<file path="src/rtl/stream_rr_arbiter.sv">
// Burst-level round-robin arbiter feeding one registered valid/ready stream.
// A requester that wins keeps the grant until it sends `last` or MAX_BURST
// beats. The single output stage registers valid, data, last and source ID.
//
// state  | meaning
// -------+-----------------------------------------------------------------
// IDLE   | no burst open; next winner is the first valid at or after ptr
// LOCKED | burst open; only the owner (held in ptr) may transfer
module stream_rr_arbiter #(
    parameter int N         = 4,
    parameter int WIDTH     = 8,
    parameter int MAX_BURST = 4,
    parameter int SW        = $clog2(N)
) (
    input  logic               clk,
    input  logic               rst,
    input  logic [N-1:0]       in_valid,
    output logic [N-1:0]       in_ready,
    input  logic [N*WIDTH-1:0] in_data,
    input  logic [N-1:0]       in_last,
    output logic               out_valid,
    input  logic               out_ready,
    output logic [WIDTH-1:0]   out_data,
    output logic               out_last,
    output logic [SW-1:0]      out_src,
    output logic               busy,
    output logic [SW-1:0]      owner
);

    localparam int CW = $clog2(MAX_BURST + 1);

    typedef enum logic {
        IDLE   = 1'b0,
        LOCKED = 1'b1
    } state_t;

    state_t        state;
    // In IDLE this is the round-robin search start; in LOCKED it is the
    // burst owner. The two are never needed at the same time, so one
    // register serves both and also drives the owner output directly.
    logic [SW-1:0] ptr;
    logic [CW-1:0] cnt;

    logic [SW-1:0] sel;
    logic          sel_ok;
    logic          ld;
    logic          xfer;
    logic          sel_last;
    logic [SW-1:0] sel_next;

    assign ld = !out_valid || out_ready;

    // Candidate: owner when locked, else first valid requester from ptr with wrap
    always_comb begin
        int idx;
        sel    = ptr;
        sel_ok = 1'b0;
        idx    = 0;
        if (state == LOCKED) begin
            sel_ok = 1'b1;
        end else begin
            // Scan from farthest to nearest so the nearest valid wins last.
            for (int k = N - 1; k >= 0; k--) begin
                idx = int'(ptr) + k;
                if (idx >= N) idx = idx - N;
                if (in_valid[idx]) begin
                    sel    = SW'(idx);
                    sel_ok = 1'b1;
                end
            end
        end
    end

    // Only the candidate sees ready, and never while reset is asserted
    always_comb begin
        in_ready      = '0;
        in_ready[sel] = ld && sel_ok && rst;
    end

    assign xfer     = in_valid[sel] && in_ready[sel];
    assign sel_last = in_last[sel] ||
                      ((state == IDLE) ? (MAX_BURST == 1)
                                       : (cnt == CW'(MAX_BURST - 1)));
    assign sel_next = (sel == SW'(N - 1)) ? '0 : sel + SW'(1);

    // Burst tracking: lock on a non-final beat, release and advance on the final one
    always_ff @(posedge clk or negedge rst) begin
        if (!rst) begin
            state <= IDLE;
            ptr   <= '0;
            cnt   <= '0;
        end else if (xfer) begin
            if (sel_last) begin
                state <= IDLE;
                ptr   <= sel_next;
                cnt   <= '0;
            end else begin
                state <= LOCKED;
                ptr   <= sel;
                cnt   <= cnt + CW'(1);
            end
        end
    end

    // Output stage: load on transfer, otherwise empty once drained
    always_ff @(posedge clk or negedge rst) begin
        if (!rst) begin
            out_valid <= 1'b0;
            out_data  <= '0;
            out_last  <= 1'b0;
            out_src   <= '0;
        end else if (xfer) begin
            out_valid <= 1'b1;
            out_data  <= in_data[sel*WIDTH +: WIDTH];
            out_last  <= in_last[sel];
            out_src   <= sel;
        end else if (out_ready) begin
            out_valid <= 1'b0;
        end
    end

    assign busy  = (state == LOCKED);
    assign owner = ptr;

endmodule

</file>
<file path="config.mk">
export PLATFORM = sky130hd
export DESIGN_NAME = stream_rr_arbiter
export DESIGN_NICKNAME = d
export VERILOG_FILES = /design/src/rtl/stream_rr_arbiter.sv
export SDC_FILE = /design/constraint.sdc
export NUM_CORES = 1
export LEC_CHECK = 0
export BUFFER_PORTS_ARGS = -buffer_cell sky130_fd_sc_hd__buf_4
export CAP_MARGIN = 20
export CORE_MARGIN = 4
export CORE_UTILIZATION = 51
export DETAILED_ROUTE_END_ITERATION = 7
export PLACE_DENSITY = 0.95
export SYNTH_ARGS = -nofsm -noshare
export SYNTH_HDL_FRONTEND = slang
export SYNTH_SLANG_ARGS = --single-unit
</file>
<file path="constraint.sdc">
create_clock -name clk -period 4.91 [get_ports clk]
set_input_delay 0.7365 -clock clk [delete_from_list [all_inputs] [get_ports clk]]
set_output_delay 0.7365 -clock clk [all_outputs]
set_load 0.01 [all_outputs]
</file>
**Yosys cells after proc, flatten, opt, wreduce, memory -nomap -nowiden**

Index checks and enable logic that the tools add are counted.

- Multiply operators: 0
- Div/mod/pow operators: 0
- Eq/ne operators: 2
- Reduce and logical (&&, ||, !) cells: 8
- $add $sub $neg: 9
- Magnitude comparators: 10
- Bitwise operators: 1
- Shift operators: 1
- Mux-type cells: 45

Operators by type and width:

| cell | count |
|---|---|
| 32-bit 2-to-1 mux | 8 |
| 32-bit by 4-bit < comparator with 1-bit output (second input constant) | 4 |
| 32-bit by 6-bit variable part select with 8-bit output | 1 |
| 1-bit 2-to-1 mux | 21 |
| 1-bit binary-select mux with 2-bit select | 7 |
| 2-bit 2-to-1 mux | 7 |
| 3-bit by 3-bit subtractor with 4-bit output (second input constant) | 3 |
| 3-bit greater-or-equal comparator (second input constant) | 3 |
| 2-bit by 2-bit adder with 3-bit output (second input constant) | 2 |
| 4-bit AND | 1 |
| 1-bit logical AND | 4 |
| 2-bit by 3-bit subtractor with 4-bit output (second input constant) | 1 |
| 2-bit by 1-bit adder with 3-bit output (second input constant) | 1 |
| 3-bit by 1-bit adder with 3-bit output (second input constant) | 1 |
| 3-bit by 2-bit equality test with 1-bit output (second input constant) | 1 |
| 2-bit by 3-bit greater-or-equal comparator with 1-bit output (second input constant) | 1 |
| 2-bit by 3-bit < comparator with 1-bit output (second input constant) | 1 |
| 3-bit 2-to-1 mux | 1 |
| 2-bit by 1-bit adder with 2-bit output (second input constant) | 1 |
| 1-bit demux with 2-bit select | 1 |
| 2-bit equality test (second input constant) | 1 |
| 2-bit by 1-bit greater-or-equal comparator with 1-bit output (second input constant) | 1 |
| 1-bit logical OR | 2 |
| 2-bit nonzero test | 1 |
| 1-bit zero test | 1 |

- ROM bits: 0
- Flip-flop bits (word level): 18
- Logic and storage cells: 83
- Bits in writable memories: 0
- Bits in latches: 0
- Memories kept: 0

**Longest topological paths before layout**

Gate-level depths: netlist (run 1).

- Word-level depth: 21
- Gate-level depth with buffers: 11
- Mapped depth without buffers: 7

**Worst setup path after synthesis (run 1)**

OpenSTA, ideal clock, no wires.

- Path type: input to output
- Start: input port in_valid[3]
- End: output port in_ready[0]
- Cell stages on the path: 6
- Buffers on the path: 2
- Arrival: 2.259 ns
- Slack: 1.915 ns
- Path through: buf_2 > o32a_1 > a2111o_1 > and2_4 > clkbuf_1 > nor2_1

- Longest elaborated chain between the ends: 13
- Elaborated cells on any way between the ends: 30
- Those cells by class: order compare (2); mux (24); bitwise (1); reduce/logical (3)

Ends and longest elaborated chain:

| item | line | source |
|---|---|---|
| start: declaration | 17 | `input logic [N-1:0] in_valid,` |
| 1-bit binary-select mux with 2-bit select | 66 | `if (in_valid[idx]) begin` |
| 1-bit 2-to-1 mux (implied by the code) (2 in a row) | 66 |  |
| 2-bit 2-to-1 mux (4 in a row) | 66 |  |
| 2-bit 2-to-1 mux | 59 | `if (state == LOCKED) begin` |
| 2-bit by 3-bit < comparator with 1-bit output (implied by the code) or 2-bit by 1-bit greater-or-equal comparator with 1-bit output (tied branches) | 77 | `in_ready[sel] = ld && sel_ok && rst;` |
| 1-bit logical AND | 77 |  |
| 1-bit 2-to-1 mux (implied by the code) | 77 |  |
| 1-bit demux with 2-bit select | 77 |  |
| 4-bit AND (no source line) * | -- |  |
| end: declaration | 18 | `output logic [N-1:0] in_ready,` |

Every way passes the cells marked *; elsewhere a longest branch is shown, timed or not. The select of a mux whose other input is x is not followed.

**Worst setup path in the final report (run 1)**

- Start: register ptr[1] (netlist: owner[1])
- End: output port in_ready[3]

- Longest elaborated chain between the ends: 17
- Elaborated cells on any way between the ends: 49
- Those cells by class: add/sub (7); order compare (6); mux (32); bitwise (1); reduce/logical (3)

Ends and longest elaborated chain:

| item | line | source |
|---|---|---|
| start: declaration | 41 | `logic [SW-1:0] ptr;` |
| start signal: assignment | 95 | `ptr <= sel_next;` |
| start signal: assignment | 99 | `ptr <= sel;` |
| 2-bit by 2-bit adder with 3-bit output | 64 | `idx = int'(ptr) + k;` |
| 3-bit by 3-bit subtractor with 4-bit output or 3-bit greater-or-equal comparator (tied branches) | 65 | `if (idx >= N) idx = idx - N;` |
| 32-bit 2-to-1 mux | 65 |  |
| 32-bit 2-to-1 mux | 59 |  |
| 1-bit binary-select mux with 2-bit select | 66 |  |
| 1-bit 2-to-1 mux (implied by the code) (2 in a row) | 66 |  |
| 2-bit 2-to-1 mux (4 in a row) | 66 |  |
| 2-bit 2-to-1 mux | 59 |  |
| 2-bit by 3-bit < comparator with 1-bit output (implied by the code) or 2-bit by 1-bit greater-or-equal comparator with 1-bit output (tied branches) | 77 |  |
| 1-bit logical AND | 77 |  |
| 1-bit 2-to-1 mux (implied by the code) | 77 |  |
| 1-bit demux with 2-bit select | 77 |  |
| 4-bit AND (no source line) * | -- |  |

Marked as above.

==> flow_summary.json, run 1 <==
{
  "outcome": "complete, no violations",
  "dpl.cell_count": 246,
  "layout.cells.non_filler": 249,
  "synth_top_family_by_area": "compound AO/OA/AOI/OAI gates",
  "rsz0062_at_grt": "no",
  "max-slew-margin-rel": 0.497,
  "final_nets": 266,
  "vias_per_cell": 5.81,
  "synth_compound_area_frac": 0.244,
  "start_kind": "register",
  "use_met1": 0.249,
  "timing.setup.critical_path_class": "register to output pin",
  "fraction_of_synthesized_area_in_multiplexers": 0.150,
  "cts_setup_buffers": 0,
  "synth_simple_gate_area_share": 0.211,
  "post_synthesis_share_of_cell_area_spent_on_xor_and_xnor_gates": 0,
  "postSynthCellCount": 169,
  "post_synth_num_cell_types": 40,
  "timing.critical_path.buf_inv": 1,
  "drt-initial-drc-count": 39,
  "first_global_vias": 1246,
  "yosys.area_share.adder": 0.0174,
  "synthesis.yosys.warnings": 0,
  "gp_congestion": 0.760,
  "clk_path_buf_depth": 2,
  "worstRegToRegCells": 7,
  "cts_made_buffers": 3,
  "maximum_number_of_pins_on_one_net_before_global_route_repair": 22,
  "path_delay_family": "simple AND/OR/NAND/NOR gates",
  "floorplan.die_area_sq_mm": 0.00373,
  "count_of_flip_flops_with_a_built_in_enable_after_synthesis": 0,
  "clkSinkCount": 18,
  "synth_async_sr_flop_share": 1.00,
  "gr-usage-met2": 0.325,
  "power_density_mw_per_mm2": 657,
  "place.detailed.hpwl_um": 2790,
  "fillCellCount": 201,
  "placement.io_buffers": 61,
  "top_level_ports": 62,
  "post_synth_instance_area_sq_mm": 0.00144,
  "synth_flop_cell": "sky130_fd_sc_hd__dfrtp_1",
  "antenna_found_initial": 0,
  "area_growth_syn_to_layout_pct": 31.2,
  "share_of_final_layout_standard_cells_stronger_than_drive_strength_1": 0.388,
  "detail_route.first_pass.iterations": 4,
  "rr_endpoint": "cnt[1]$_DFFE_PN0P_",
  "setup_clock_skew_after_layout_ns": 0.00472,
  "busiest_layer": "met2",
  "cts_htree_levels": 1,
  "cts.reportedPaths.clkPinSlew_ns": 0.10,
  "highest_attainable_clock_frequency_mhz": 280,
  "rows": 18,
  "post-route-min-period_ns": 3.57,
  "globalRouteTotalUtil": 0.190,
  "vdd.ir_drop.worst_mv": 0.465,
  "met3_usage": 0.0482,
  "postRouteAntennaNets": 0,
  "tritoncts": "yes",
  "postSynthRegisterBits": 18,
  "post-route-period-util": 0.727,
  "timing_hold_violations_final": 0,
  "cts-resized-gates": 0,
  "report.final.setup_viol": 0,
  "post_synth.cell_area_avg_sq_um": 8.50,
  "multi_input_comb_area_sq_um": 893,
  "final_max_slew_viol_count": 0,
  "grt_first_pass_wirelength_um": 5470,
  "tightest_hold_check_type": "input port to async pin",
  "worst-endpoint-required_ns": 4.17,
  "critPathMostFrequentCell": "sky130_fd_sc_hd__nand2_1",
  "worst_margin_pin_slew_ns": 0.753,
  "chipWidth_um": 61.1,
  "critPathMaxFanout": 21,
  "floorplan.initialDensity": 0.555,
  "route.vias.total": 1446,
  "drv.max_cap_violation_count": 0,
  "post_synthesis_net_count": 214,
  "worstSkewPairLatency_ns": 0.29,
  "postCtsHoldBufs": 0,
  "seq_area_frac_synth": 0.314,
  "regArea_sq_um": 450,
  "timing.critical_path.slowest_stage_cell": "sky130_fd_sc_hd__dfrtp_1",
  "finalWirelength_um": 3690,
  "cts.root.buffer_cell": "sky130_fd_sc_hd__clkbuf_4",
  "die_height_um": 61.1,
  "regToRegSetupSlack_ns": 1.78,
  "drcViolationCount": 0,
  "path_cells": "nor2b_1 > a2111oi_0 > nand3_1 > nand2_1 > nand2_1 > nor2_1 > buf_4",
  "cp_data_arrival_time_ns": 2.83,
  "totalNegativeSetupSlack_ns": 0,
  "worst_path_largest_cell_delay_ns": 0.67,
  "endpoint_kind": "output pin",
  "regToRegStartpoint": "owner[1]$_DFFE_PN0P_",
  "antenna-diode-count": 0,
  "routedWlPerCell_um": 14.8,
  "coreArea_sq_mm": 0.00259,
  "leakage_nw": 0.928,
  "globalRouteOverflowTotal": 0
}
==> Yosys cell counts (2+ instances only) <==
cell,number,share of area
sky130_fd_sc_hd__ha_1,2,0.017
sky130_fd_sc_hd__inv_1,6,0.016
sky130_fd_sc_hd__nor2_1,10,0.026
sky130_fd_sc_hd__nand2_1,28,0.073
sky130_fd_sc_hd__a21o_1,3,0.016
sky130_fd_sc_hd__a2111oi_0,3,0.018
sky130_fd_sc_hd__nor2b_1,3,0.013
sky130_fd_sc_hd__mux2_4,7,0.073
sky130_fd_sc_hd__nand3_1,4,0.014
sky130_fd_sc_hd__a22oi_1,8,0.042
sky130_fd_sc_hd__mux2i_1,2,0.014
sky130_fd_sc_hd__buf_2,5,0.017
sky130_fd_sc_hd__dfrtp_1,18,0.31
sky130_fd_sc_hd__a211oi_1,3,0.016
sky130_fd_sc_hd__nand2b_1,6,0.026
sky130_fd_sc_hd__a21oi_1,18,0.063
sky130_fd_sc_hd__clkbuf_1,7,0.018
sky130_fd_sc_hd__and2_1,4,0.017
sky130_fd_sc_hd__a31o_2,2,0.012
sky130_fd_sc_hd__nor3_1,3,0.010
sky130_fd_sc_hd__mux2_2,8,0.063
==> cell type report <==
| class | instances | area share |
|---|---|---|
| timing repair buffer | 61 | 0.243 |
| clock buffer | 3 | 0.0120 |
| inverter | 6 | 0.0120 |
| sequential | 18 | 0.239 |
| tap | 30 | 0.0199 |
| multi-input combinational | 131 | 0.474 |
==> logic make-up after synthesis <==
group	after synthesis
multiplexers	17
AO/OA/AOI/OAI	49
adder cells (fa/ha/maj)	2
flip-flops	18
AND/OR/NAND/NOR	63
buffers and inverters	20
==> metrics by stage <==
step	utilization	hold slack (ns)	power (mW)	setup WS [ns]	cell area (sq um)
after floorplan	-	0.441	0.937	1.91	1440
after global placement	0.719	0.481	1.13	1.58	1860
after detailed placement	0.719	0.487	1.16	1.47	1860
after CTS	0.728	0.294	1.24	1.41	1880
after global routing	0.728	0.292	1.33	1.16	1880
final	0.728	0.291	1.24	1.34	1880
==> worst reg2reg max path, delay by kind of cell (launching register included) <==
family           cells  cell delay, ns
AO/OA/AOI/OAI        2            0.89
multiplexers         1            0.42
flip-flops           1            0.67
AND/OR/NAND/NOR      4            1.05
==> flip-flops by register name, summed over array words and instances (netlist names) <==
name / count
cnt: 3
out_last: 1
owner: 2
busy: 1
out_data: 8
out_valid: 1
out_src: 2
==> how the worst max path moves through the flow <==
stage,start,end,slack [ns],depth (start not counted)
5_1_grt,owner[1]$_DFFE_PN0P_,in_ready[3],1.16,7
3_3_place_gp,in_valid[0],in_ready[3],1.58,8
4_1_cts,owner[1]$_DFFE_PN0P_,in_ready[3],1.41,7
3_5_place_dp,in_valid[0],in_ready[3],1.47,8
6_report,owner[1]$_DFFE_PN0P_,in_ready[3],1.34,7
2_1_floorplan,in_valid[3],in_ready[0],1.91,6
==> cell usage in the layout (no fill, tap or decap), types with 4 or more instances in the layout <==
| cell type | netlist | routed |
|---|---|---|
| sky130_fd_sc_hd__nand2b_1 | 6 | 6 |
| sky130_fd_sc_hd__a22oi_1 | 8 | 8 |
| sky130_fd_sc_hd__inv_1 | 6 | 6 |
| sky130_fd_sc_hd__a21oi_1 | 18 | 18 |
| sky130_fd_sc_hd__dfrtp_1 | 18 | 18 |
| sky130_fd_sc_hd__nor2_1 | 10 | 10 |
| sky130_fd_sc_hd__and2_1 | 4 | 4 |
| sky130_fd_sc_hd__nand3_1 | 4 | 4 |
| sky130_fd_sc_hd__nand2_1 | 28 | 28 |
| sky130_fd_sc_hd__mux2_2 | 8 | 8 |
| sky130_fd_sc_hd__buf_4 | 1 | 61 |
| sky130_fd_sc_hd__mux2_4 | 7 | 7 |
==> layer usage <==
metal | vias to the layer above | routed length [um]
met4 | 0 | 0
met1 | 685 | 1550
met5 | - | 0
li1 | 704 | -
met3 | 0 | 319
met2 | 57 | 1830
==> power breakdown <==
| part | switching, mW | internal, mW | total [mW] |
|---|---|---|---|
| Combinational | 0.436 | 0.424 | 0.860 |
| Sequential | 0.0806 | 0.225 | 0.305 |
| Clock | 0.0441 | 0.0285 | 0.0727 |
Power figures use the tool's default switching activity.
==> inputs of run 2 (changes only) <==
Settings changed: ABC_AREA set to 1, CORE_UTILIZATION 51 to 47, PLACE_DENSITY 0.95 to 0.9.
Clock period 4.91 ns to 3.55 ns, I/O delays scaled along.
==> run 2 against run 1 <==
Clock skew increased by 0.00068 ns. Design area decreased by 1.3%. Total power increased by 42%. Cell count increased by 23%. Register-to-register slack got worse by 1.1 ns. Sequential share of layout area increased by 0.31 points. Largest power group unchanged.
==> flow_summary.json, run 2 <==
{
  "cts.reportedPaths.clkPinSlew_ns": 0.11,
  "top_layer_used": "met4",
  "route.vias.total": 1591,
  "antenna-diode-count": 0,
  "timing.setup.critical_path_class": "register to output pin",
  "sw_frac_of_total": 0.530,
  "cp_data_arrival_time_ns": 2.72,
  "placement.io_buffers": 61,
  "internal_power_mw": 0.824,
  "post-route-min-period_ns": 3.26,
  "met1_routed_length_um": 1560,
  "chipWidth_um": 62.2,
  "path_delay_family": "simple AND/OR/NAND/NOR gates",
  "postSynthCellCount": 218,
  "met3RoutedLength_um": 295,
  "cts_setup_buffers": 0,
  "fin_hold_ws_ns": 0.0796,
  "synth_area_leaders": "sky130_fd_sc_hd__dfrtp_1, sky130_fd_sc_hd__nand2_1, sky130_fd_sc_hd__o21ai_0",
  "maximum_number_of_pins_on_one_net_before_global_route_repair": 22,
  "dpl.cell_count": 303,
  "max-slew-margin-rel": 0.595,
  "synth_simple_gate_area_share": 0.423,
  "multi_input_comb_area_sq_um": 806,
  "drv.max_cap_violation_count": 0,
  "power_density_mw_per_mm2": 943,
  "outcome": "complete, no violations",
  "post_synthesis_share_of_cell_area_spent_on_xor_and_xnor_gates": 0,
  "worst_margin_pin_slew_ns": 0.606,
  "tritoncts": "yes",
  "regToRegStartpoint": "owner[0]$_DFFE_PN0P_",
  "floorplan.die_area_sq_mm": 0.00387,
  "synth_top_area_share": 0.326,
  "synth_flop_cell": "sky130_fd_sc_hd__dfrtp_1",
  "clk_path_buf_depth": 2,
  "grt_first_pass_wirelength_um": 6330,
  "cts-resized-gates": 0,
  "routedWlPerCell_um": 12.1,
  "globalRouteOverflowTotal": 0,
  "timing.critical_path.slowest_stage_cell": "sky130_fd_sc_hd__dfrtp_1",
  "coreArea_sq_mm": 0.00278,
  "synthMostInstantiatedCell": "sky130_fd_sc_hd__nand2_1",
  "seq_area_frac_synth": 0.326,
  "share_seq_of_total_power": 0.213,
  "antenna_found_initial": 0,
  "highest_attainable_clock_frequency_mhz": 307,
  "rsz0062_at_grt": "no",
  "finalWirelength_um": 3730,
  "synthesis.yosys.warnings": 0,
  "cts.root.buffer_cell": "sky130_fd_sc_hd__clkbuf_4",
  "postRouteAntennaNets": 0,
  "worstRegToRegCells": 12,
  "globalRouteTotalUtil": 0.194,
  "totalNegativeSetupSlack_ns": 0,
  "start_kind": "register",
  "regs_by_ff_count": "out_data x8, cnt x3",
  "cts_htree_levels": 1,
  "timing_hold_violations_final": 0,
  "gp_congestion": 0.865,
  "postCtsHoldBufs": 0,
  "post_synth.cell_area_avg_sq_um": 6.34,
  "cts_made_buffers": 3,
  "clkSinkCount": 18,
  "share_of_final_layout_standard_cells_stronger_than_drive_strength_1": 0.264,
  "fraction_of_synthesized_area_in_multiplexers": 0,
  "regToRegSetupSlack_ns": 0.68,
  "report.final.setup_viol": 0,
  "path_cells": "inv_1 > nand2_1 > nand2_1 > o21ai_0 > nand2_1 > nand2_1 > nand2_1 > nand2_1 > nand2_1 > nor2_1 > buf_4",
  "place.detailed.hpwl_um": 2900,
  "yosys.area_share.adder": 0.0181,
  "most_frequent_cells_after_synthesis": "sky130_fd_sc_hd__nand2_1, sky130_fd_sc_hd__o21ai_0, sky130_fd_sc_hd__nand3_1",
  "post_synth_instance_area_sq_mm": 0.00138,
  "floorplan.initialDensity": 0.497,
  "worst_path_largest_cell_delay_ns": 0.60,
  "area_growth_syn_to_layout_pct": 34.7,
  "worst-endpoint-required_ns": 3.02,
  "yosys.area.top_type": "sky130_fd_sc_hd__dfrtp_1",
  "postSynthRegisterBits": 18,
  "layout.cells.non_filler": 307,
  "drcViolationCount": 0,
  "vdd.ir_drop.worst_mv": 0.723,
  "die_height_um": 62.2,
  "flip_flop_count_of_the_largest_register_all_copies_and_words_added": 8,
  "synth_async_sr_flop_share": 1.00,
  "endpoint_kind": "output pin",
  "final_nets": 322,
  "rows": 19,
  "leakage_nw": 1.04,
  "comb_power_share": 0.713,
  "critPathMaxFanout": 21,
  "timing.critical_path.buf_inv": 2,
  "total_power_mw": 1.75,
  "post_synthesis_net_count": 263,
  "top_level_ports": 62,
  "final_max_slew_viol_count": 0,
  "power.share.clock": 0.074,
  "post_synth_num_cell_types": 22,
  "synth_top_family_by_area": "simple AND/OR/NAND/NOR gates",
  "most_common_cell_after_layout_fill_and_taps_aside": "sky130_fd_sc_hd__nand2_1",
  "first_global_vias": 1512,
  "worstSkewPairLatency_ns": 0.29,
  "synth_compound_area_frac": 0.142,
  "top_register": "out_data",
  "setup_clock_skew_after_layout_ns": 0.00540,
  "detail_route.first_pass.iterations": 4,
  "route.met2.wl_um": 1830,
  "vias_per_cell": 5.18,
  "mostFrequentLayoutCells": "sky130_fd_sc_hd__nand2_1, sky130_fd_sc_hd__buf_4, sky130_fd_sc_hd__o21ai_0",
  "critPathMostFrequentCell": "sky130_fd_sc_hd__nand2_1",
  "regArea_sq_um": 450,
  "power.switching_mw": 0.930,
  "count_of_flip_flops_with_a_built_in_enable_after_synthesis": 0,
  "rr_endpoint": "out_data[7]$_DFFE_PN0P_",
  "post-route-period-util": 0.917,
  "fillCellCount": 248,
  "drt-initial-drc-count": 136,
  "tightest_hold_check_type": "input port to async pin"
}
-- run 2: how the worst max path moves through the flow --
| stage | end | start | slack (ns) | depth (start not counted) |
|---|---|---|---|---|
| after global placement | in_ready[2] | owner[0]$_DFFE_PN0P_ | 0.72 | 11 |
| after detailed placement | in_ready[2] | owner[0]$_DFFE_PN0P_ | 0.67 | 11 |
| after global routing | in_ready[2] | owner[0]$_DFFE_PN0P_ | 0.07 | 11 |
| after CTS | in_ready[2] | owner[0]$_DFFE_PN0P_ | 0.32 | 11 |
| after floorplan | in_ready[0] | in_valid[3] | 1.15 | 10 |
| final | in_ready[2] | owner[0]$_DFFE_PN0P_ | 0.29 | 11 |
-- run 2: per-layer routing --
| layer | vias up | global-route usage |
|---|---|---|
| met4 | 0 | 0.0461 |
| met5 | - | 0 |
| met3 | 4 | 0.0541 |
| met1 | 709 | 0.222 |
| met2 | 58 | 0.350 |
| li1 | 820 | - |
-- run 2: kinds of logic after synthesis --
family / count (synthesis)
flip-flops: 18
adder cells (fa/ha/maj): 2
buffers and inverters: 24
AND/OR/NAND/NOR: 138
AO/OA/AOI/OAI: 36
-- run 2: through the flow --
step	util	setup slack [ns]	instance area (sq um)
final	0.669	0.293	1860
after global routing	0.669	0.0714	1860
after CTS	0.669	0.319	1860
after detailed placement	0.656	0.666	1820
after global placement	0.656	0.719	1820
after floorplan	-	1.15	1380
-- run 2: layout make-up --
| type | instances | share of cell area |
|---|---|---|
| inverter | 15 | 0.0303 |
| clock buffer | 4 | 0.0195 |
| sequential | 18 | 0.242 |
| tap | 31 | 0.0208 |
| multi-input combinational | 176 | 0.433 |
| timing repair buffer | 63 | 0.254 |
-- run 2: worst register-to-register path, cell delays in order, from the launching register on --
cell,delay (ns)
sky130_fd_sc_hd__dfrtp_1,0.60
sky130_fd_sc_hd__inv_1,0.21
sky130_fd_sc_hd__nand2_1,0.12
sky130_fd_sc_hd__nand2_1,0.07
sky130_fd_sc_hd__o21ai_0,0.21
sky130_fd_sc_hd__nand2_1,0.13
sky130_fd_sc_hd__nand3_1,0.16
sky130_fd_sc_hd__nand2_1,0.39
sky130_fd_sc_hd__nand2_1,0.19
sky130_fd_sc_hd__nand3_2,0.11
sky130_fd_sc_hd__a21oi_4,0.38
sky130_fd_sc_hd__o21ai_0,0.16
sky130_fd_sc_hd__nand2_1,0.09
-- run 2: power groups by stage --
stage	Combinational (mW)	Clock, mW	Sequential (mW)
3_5_place_dp	1.26	0	0.375
2_1_floorplan	0.906	0	0.394
3_3_place_gp	1.21	0	0.376
5_1_grt	1.40	0.142	0.390
6_report	1.25	0.130	0.374
4_1_cts	1.26	0.131	0.374
==> inputs of run 3 (changes only) <==
Settings changed: CORE_UTILIZATION 47 to 45, PLACE_DENSITY 0.9 to 0.77, REMOVE_ABC_BUFFERS set to 1.
==> run 3 against run 2 <==
Cell count is 0.33% higher. Non-clock buffer count is 1 higher. Highest routed layer unchanged. Hold slack better by 0.0083 ns. First-iteration DRC count is 42% lower. Count of clock-buffer cells in the layout stayed put.
==> flow_summary.json, run 3 (same netlist as run 2, synthesis figures left out) <==
{
  "most_common_cell_after_layout_fill_and_taps_aside": "sky130_fd_sc_hd__nand2_1",
  "totalNegativeSetupSlack_ns": 0,
  "detail_route.first_pass.iterations": 4,
  "endpoint_kind": "output pin",
  "globalRouteTotalUtil": 0.191,
  "worst-endpoint-required_ns": 3.02,
  "report.final.setup_viol": 0,
  "timing_hold_violations_final": 0,
  "post-route-min-period_ns": 3.09,
  "met3RoutedLength_um": 324,
  "area_growth_syn_to_layout_pct": 35.2,
  "grt_first_pass_wirelength_um": 6300,
  "cts_htree_levels": 1,
  "tritoncts": "yes",
  "layout.cells.non_filler": 308,
  "floorplan.die_area_sq_mm": 0.00402,
  "place.detailed.hpwl_um": 2880,
  "maximum_number_of_pins_on_one_net_before_global_route_repair": 20,
  "critPathMaxFanout": 14,
  "postRouteAntennaNets": 0,
  "worst_margin_pin_slew_ns": 0.714,
  "final_nets": 323,
  "setup_clock_skew_after_layout_ns": 0.000731,
  "sw_frac_of_total": 0.525,
  "vdd.ir_drop.worst_mv": 0.455,
  "vias_per_cell": 5.10,
  "share_seq_of_total_power": 0.211,
  "drt-initial-drc-count": 79,
  "final_max_slew_viol_count": 0,
  "globalRouteOverflowTotal": 0,
  "flip_flop_count_of_the_largest_register_all_copies_and_words_added": 8,
  "antenna-diode-count": 0,
  "die_height_um": 63.4,
  "finish.instance_area_sq_mm": 0.00187,
  "postCtsHoldBufs": 0,
  "total_cell_area_at_the_placement_stage_sq_mm": 0.00183,
  "power.share.clock": 0.074,
  "cts_made_buffers": 3,
  "comb_power_share": 0.715,
  "tightest_hold_check_type": "input port to async pin",
  "mostFrequentLayoutCells": "sky130_fd_sc_hd__nand2_1, sky130_fd_sc_hd__buf_4, sky130_fd_sc_hd__o21ai_0",
  "outcome": "complete, no violations",
  "route.met2.wl_um": 1760,
  "highest_attainable_clock_frequency_mhz": 324,
  "cts-resized-gates": 0,
  "top_level_ports": 62,
  "start_kind": "register",
  "cts.root.buffer_cell": "sky130_fd_sc_hd__clkbuf_4",
  "drcViolationCount": 0,
  "first_global_vias": 1489,
  "met1_routed_length_um": 1540,
  "worstSkewPairLatency_ns": 0.29,
  "power_density_mw_per_mm2": 940,
  "cts.reportedPaths.clkPinSlew_ns": 0.11,
  "leakage_nw": 1.04,
  "internal_power_mw": 0.835,
  "dpl.cell_count": 304,
  "coreArea_sq_mm": 0.00285,
  "placement.io_buffers": 61,
  "route.vias.total": 1571,
  "finalWirelength_um": 3650,
  "share_of_final_layout_standard_cells_stronger_than_drive_strength_1": 0.267,
  "cp_data_arrival_time_ns": 2.55,
  "routedWlPerCell_um": 11.8,
  "drv.max_cap_violation_count": 0,
  "floorplan.initialDensity": 0.484,
  "total_power_mw": 1.76,
  "top_layer_used": "met4",
  "chipWidth_um": 63.4,
  "clkSinkCount": 18,
  "cts_setup_buffers": 0,
  "post-route-period-util": 0.869,
  "power.switching_mw": 0.922,
  "top_register": "out_data",
  "rows": 19,
  "max-slew-margin-rel": 0.521,
  "rsz0062_at_grt": "no",
  "fin_hold_ws_ns": 0.0878,
  "regs_by_ff_count": "out_data x8, cnt x3",
  "gp_congestion": 0.960,
  "timing.setup.critical_path_class": "register to output pin",
  "antenna_found_initial": 0,
  "clk_path_buf_depth": 2
}
run 3: cell count changes in the layout (fill, tap and decap cells not counted):
cell / previous run / this run
sky130_fd_sc_hd__buf_4: 63 / 64
run 3: worst max-delay path, stage by stage (launching register included):
cell and delay [ns]:
sky130_fd_sc_hd__dfrtp_1 0.58, sky130_fd_sc_hd__inv_1 0.19, sky130_fd_sc_hd__nand2_1 0.09, sky130_fd_sc_hd__nand2_1 0.09, sky130_fd_sc_hd__nand2_1 0.08, sky130_fd_sc_hd__nand3_1 0.06
sky130_fd_sc_hd__nand3_1 0.07, sky130_fd_sc_hd__nand2_1 0.04, sky130_fd_sc_hd__o21ai_1 0.38, sky130_fd_sc_hd__inv_1 0.28, sky130_fd_sc_hd__nor3_1 0.23, sky130_fd_sc_hd__buf_4 0.15
run 3: cell type report:
type / instances / area [sq um]
inverter: 15 / 56.3
timing repair buffer: 64 / 480
clock buffer: 4 / 36.3
multi-input combinational: 176 / 806
tap: 31 / 38.8
sequential: 18 / 450
fill: 266 / 985
run 3: path summary, 6_finish.rpt:
| check | startpoint | to | slack, ns | depth (start not counted) |
|---|---|---|---|---|
| min in group clk | out_ready | out_valid$_DFFE_PN0P_ | 0.42 | 2 |
| setup / recovery | owner[0]$_DFFE_PN0P_ | in_ready[0] | 0.46 | 11 |
| hold / removal | rst | cnt[2]$_DFFE_PN0P_ | 0.09 | 1 |
| hold reg to reg | out_data[5]$_DFFE_PN0P_ | out_data[5]$_DFFE_PN0P_ | 0.49 | 2 |
| setup reg to reg | owner[0]$_DFFE_PN0P_ | out_data[3]$_DFFE_PN0P_ | 0.84 | 12 |
| max in group asynchronous | rst | out_data[2]$_DFFE_PN0P_ | 3.27 | 1 |
run 3: power by group through the flow:
| stage | Combinational [mW] | Sequential (mW) | Clock (mW) |
|---|---|---|---|
| 3_3_place_gp | 1.25 | 0.372 | 0 |
| 6_report | 1.26 | 0.370 | 0.129 |
| 5_1_grt | 1.44 | 0.387 | 0.141 |
| 4_1_cts | 1.27 | 0.371 | 0.132 |
| 2_1_floorplan | 0.800 | 0.401 | 0 |
| 3_5_place_dp | 1.27 | 0.373 | 0 |
run 3: metal layers:
layer  up-vias  GRT usage
met4         0     0.0270
met1       693      0.238
met3         2     0.0657
li1        819          -
met2        57      0.323
met5         -          0
run 3: through the flow:
stage | worst slack (ns) | utilization
after global routing | 0.144 | 0.655
after floorplan | 0.722 | -
final | 0.464 | 0.655
after global placement | 0.825 | 0.642
after detailed placement | 0.785 | 0.642
after CTS | 0.438 | 0.655
